<file path="config.mk">
export PLATFORM = sky130hd
export DESIGN_NAME = alu_wrapper
export DESIGN_NICKNAME = d
export VERILOG_FILES = /design/src/rtl/alu_wrapper.sv
export SDC_FILE = /design/constraint.sdc
export NUM_CORES = 1
export LEC_CHECK = 0
export CAP_MARGIN = 20
export CORE_UTILIZATION = 45
export CTS_CLUSTER_SIZE = 14
export DETAILED_ROUTE_END_ITERATION = 6
export GPL_ROUTABILITY_DRIVEN = 0
export PLACE_DENSITY_LB_ADDON = 0.08
export RECOVER_POWER = 50
export REMOVE_ABC_BUFFERS = 1
export SLEW_MARGIN = 20
export SYNTH_ARGS = -nofsm -noshare
export SYNTH_HDL_FRONTEND = slang
export SYNTH_SLANG_ARGS = --single-unit
</file>
<file path="constraint.sdc">
create_clock -name clk -period 5.9 [get_ports clk]
set_input_delay 1.18 -clock clk [delete_from_list [all_inputs] [get_ports clk]]
set_output_delay 1.18 -clock clk [all_outputs]
set_load 0.01 [all_outputs]
</file>
<file path="src/rtl/alu_wrapper.sv">
// ============================================================================
// alu_wrapper : 64-bit Y86-64 execute ALU (add/sub/and/xor) with ZF/SF/OF CC register
// Revision    : 1.0
// ============================================================================
`default_nettype none

module alu_wrapper (
  output logic        of,
  output logic [63:0] out,
  input  logic [1:0]  alu_fun,
  input  logic [63:0] a,
  input  logic [63:0] b,
  input  logic        clk,
  input  logic        reset,
  input  logic        cc_en,
  output logic        zf_q,
  output logic        sf_q,
  output logic        of_q
);

  localparam logic [1:0] FUN_ADD = 2'd0;
  localparam logic [1:0] FUN_SUB = 2'd1;
  localparam logic [1:0] FUN_AND = 2'd2;
  localparam logic [1:0] FUN_XOR = 2'd3;

  logic        is_sub;
  logic [63:0] b_eff;
  logic [63:0] sum;
  logic        zf_next;

  // Subtraction reuses the adder as a + ~b + 1, so the result is a - b.
  assign is_sub = (alu_fun == FUN_SUB);
  assign b_eff  = is_sub ? ~b : b;
  assign sum    = a + b_eff + {63'd0, is_sub};

  always_comb begin
    out = sum;
    of  = 1'b0;
    case (alu_fun)
      FUN_ADD: begin
        out = sum;
        of  = (a[63] == b[63]) && (sum[63] != a[63]);
      end
      FUN_SUB: begin
        out = sum;
        of  = (a[63] != b[63]) && (sum[63] != a[63]);
      end
      FUN_AND: out = a & b;
      FUN_XOR: out = a ^ b;
      default: begin
        out = sum;
        of  = 1'b0;
      end
    endcase
  end

  assign zf_next = (out == 64'd0);

  always_ff @(posedge clk or posedge reset) begin
    if (reset) begin
      zf_q <= 1'b0;
      sf_q <= 1'b0;
      of_q <= 1'b0;
    end else if (cc_en) begin
      zf_q <= zf_next;
      sf_q <= out[63];
      of_q <= of;
    end
  end

endmodule

`default_nettype wire

</file>
==> flow_metrics.tcl <==
set metrics [dict create \
    seqPwrFrac_pct 1.1 \
    rows 48 \
    ys_warn_count 0 \
    final_cell_count_no_fill 1865 \
    finalHoldViolCount 0 \
    hold_path.class "reg2reg" \
    skew_ns 0 \
    firstDrtPassIters 6 \
    fmax_ghz 0.1687 \
    grt_pass1_vias 10364 \
    synth_cell_types 84 \
    clk_pin_slew_ns 0.03 \
    path_class "in2out" \
    worstPathMaxFanout 27 \
    finalMaxSlewViolations 0 \
    final.setup.worst_slack_ns -0.02852 \
    fin_crit_sh_pct 100.5 \
    maxCapViolations 0 \
    cts_made_buffers 3 \
    synth_most_common_cell "ha_1" \
    p_sw_share_pct 47.05 \
    postCtsHoldBufs 0 \
    slew_headroom_pct 19.69 \
    fin_nets 1900 \
    cts_max_level 1 \
    design.core.area_um2 17480 \
    clk_latency_ns 0.22 \
    antenna_left 0 \
    gr-total-overflow 0 \
    power_frac_clock_pct 5.1 \
    power_density_nw_per_um2 161.1 \
    ys_ff_latch 3 \
    via_count 11172 \
    syn_inst 1170 \
    cts.sinks 3 \
    synth_edf_count 0 \
    cp.arrival_ns 4.75 \
    power.internal_mw 1.124 \
    antenna_found_initial 1 \
    synth_area_leaders "ha_1 19%, xnor2_1 8.5%, a21oi_1 6.1%, nand2_1 4.9%, mux2_2 4.4%" \
    ir_drop_mv 0.2150 \
    synth_top_area_share_pct 19.47 \
    synth_area_um2 8163 \
    min_period_ns 5.929 \
    reg2reg_setup_slack_ns 5.13 \
    cts_root_buffer "clkbuf_16" \
    syn_to_final_growth_pct 61.43 \
    clockBufferDepth 2 \
    io_buffers 200 \
    initial_core_util_pct 46.71 \
    drt-total-wl_mm 34.23 \
    grt_max_degree 81 \
    avgSynthCellArea_um2 6.977 \
    path_cells "buf_4 -> nand2b_4 -> buf_12 -> xnor2_1 -> ha_1 -> a21o_1 -> a211o_1 -> a211o_1 -> or2_0 -> o31ai_2 -> buf_4 -> a21boi_0 -> a211oi_1 -> mux2_2 -> nor2_1 -> clkdlybuf4s15_1" \
    rsz0062_at_grt "yes" \
    tightest_slew_ns 1.205 \
    die_h_um 136.7 \
    synthTopCellsByCount "127 x ha_1, 107 x nand2_1, 100 x a21oi_1, 88 x nor2_1, 79 x xnor2_1" \
    drtIter0Drc 857 \
    grt_util_all_layers_pct 35.20 \
    crit_buf_inv 4 \
    final_core_util_pct 75.40 \
    dpl.hpwl_mm 27.78 \
    via_per_inst 5.990 \
    synth-seq-area-share_pct 0.9197 \
    p_sw_mw 0.9990 \
    combPwrFrac_pct 93.8 \
    grt_pass1_wl_mm 51.90 \
    dp.cells 1833 \
    worstPathRequired_ns 4.72 \
    setup_viol 1 \
    yosys.area.top_type "ha_1" \
    post_drt_wl_per_cell_um 18.35 \
    design.die.area_um2 18680 \
    p_leak_nw 5.859 \
    max_stage_delay_ns 0.37 \
    violations "negative setup slack" \
    cts_tree "yes" \
    path_delay_family "compound AO/OA/AOI/OAI gates" \
    ys_async_sr_fraction_pct 100.0 \
    setup.worst_path.start_class "input port" \
    critPathCaptureType "output port" \
    fp.dieW_um 136.7 \
    io_pins 201 \
    drc_errors 0 \
    synth_ff_type "dfrtp_1" \
    status "complete, but fails checks" \
    drive_above_1_share_pct 28.51 \
    cp_slowest_cell "mux2_2" \
]
[worst paths after layout]
kind / cells past startpoint / end / from
worst max-delay path: 16 / out[61] / alu_fun[1]
min in group asynchronous: 2 / zf_q / reset
max in group asynchronous: 2 / sf_q / reset
worst min register to register: 2 / zf_q / zf_q
worst max register to register: 1 / of_q / of_q
worst min-delay path: 2 / zf_q / zf_q
[power groups by stage]
stage / Sequential [mW] / Combinational, mW / Clock (mW)
final: 0.0243 / 1.99 / 0.108
after global routing: 0.0248 / 2.13 / 0.112
after CTS: 0.0244 / 1.89 / 0.109
after detailed placement: 0.0244 / 1.83 / 0
after global placement: 0.0242 / 1.80 / 0
after floorplan: 0.0255 / 0.876 / 0
[placed cells by master (no fill, tap or decap), types with 8 or more instances in the layout]
| master | Yosys | routed |
|---|---|---|
| a31oi_1 | 9 | 8 |
| a211oi_1 | 21 | 14 |
| ha_1 | 127 | 122 |
| o21ai_1 | 9 | 23 |
| o21bai_1 | 11 | 11 |
| nor2b_1 | 20 | 20 |
| a21o_1 | 22 | 22 |
| xor2_1 | 8 | 8 |
| nand2b_1 | 18 | 17 |
| buf_4 | 1 | 339 |
| clkdlybuf4s50_1 | 0 | 175 |
| nand2_1 | 107 | 107 |
| xnor2_1 | 79 | 74 |
| o211ai_1 | 18 | 18 |
| mux2i_1 | 32 | 32 |
| nand4_1 | 35 | 35 |
| a21oi_1 | 100 | 76 |
| o21a_1 | 19 | 19 |
| o21ai_0 | 69 | 53 |
| nor4_1 | 10 | 10 |
| o31ai_1 | 11 | 8 |
| inv_1 | 34 | 34 |
| mux2_2 | 32 | 32 |
| nor3_1 | 35 | 30 |
| nor2_1 | 88 | 87 |
| or3_1 | 9 | 9 |
| a21oi_2 | 3 | 24 |
| nand3_1 | 19 | 18 |
[timing repair]
item | 4_1_cts | 5_1_grt
setup buffers | 17 | 9
hold endpoints to repair | 0 | 0
setup endpoints to repair | 20 | 36
pin swaps | 12 | 21
resized for setup | 50 | 76
[sequential cells by signal, indices dropped and copies added, names as in the netlist]
name / count
zf_q: 1
of_q: 1
sf_q: 1
[through the flow]
step           hold WS [ns]  setup slack [ns]  total power [mW]  setup TNS [ns]  area (um^2)
2_1_floorplan        0.5400            -1.558            0.9013          -47.05         7816
3_3_place_gp         0.4935           -0.4961             1.828          -4.265        12520
3_5_place_dp         0.5026           -0.5622             1.853          -4.998        12520
4_1_cts              0.5095           0.01133             2.023               0        12830
5_1_grt              0.5404           -0.1309             2.264         -0.4179        13180
6_report             0.5050          -0.02852             2.123        -0.02852        13180
[cells by family (layout without fill, tap and decap cells)]
| logic type | Yosys count | after routing | share of synthesized area, % |
|---|---|---|---|
| AO/OA/AOI/OAI | 390 | 390 | 32.30 |
| XOR/XNOR | 87 | 87 | 9.335 |
| adder cells (fa/ha/maj) | 128 | 128 | 19.71 |
| buffers and inverters | 113 | 581 | 5.809 |
| flip-flops | 3 | 3 | 0.9197 |
| multiplexers | 64 | 64 | 8.339 |
| other | 0 | 2 | 0 |
| AND/OR/NAND/NOR | 385 | 385 | 23.59 |
[area by class of cell]
| cell class | instances | area, um^2 |
|---|---|---|
| clock buffers | 4 | 78.83 |
| well taps | 225 | 281.5 |
| repair buffers | 543 | 4619 |
| multi-input cells | 1054 | 7990 |
| inverters | 34 | 127.6 |
| flip-flops and latches | 3 | 75.07 |
| fillers | 1385 | 4299 |
| diodes | 2 | 5.005 |
[per-layer routing]
layer,vias up,routed length (um),track usage (%)
li1,5373,-,-
met1,5179,14290,45.29
met2,535,15930,60.69
met3,85,2759,3.519
met4,0,1253,12.10
met5,-,0,0
No activity file was read; power rests on OpenSTA's default activity.
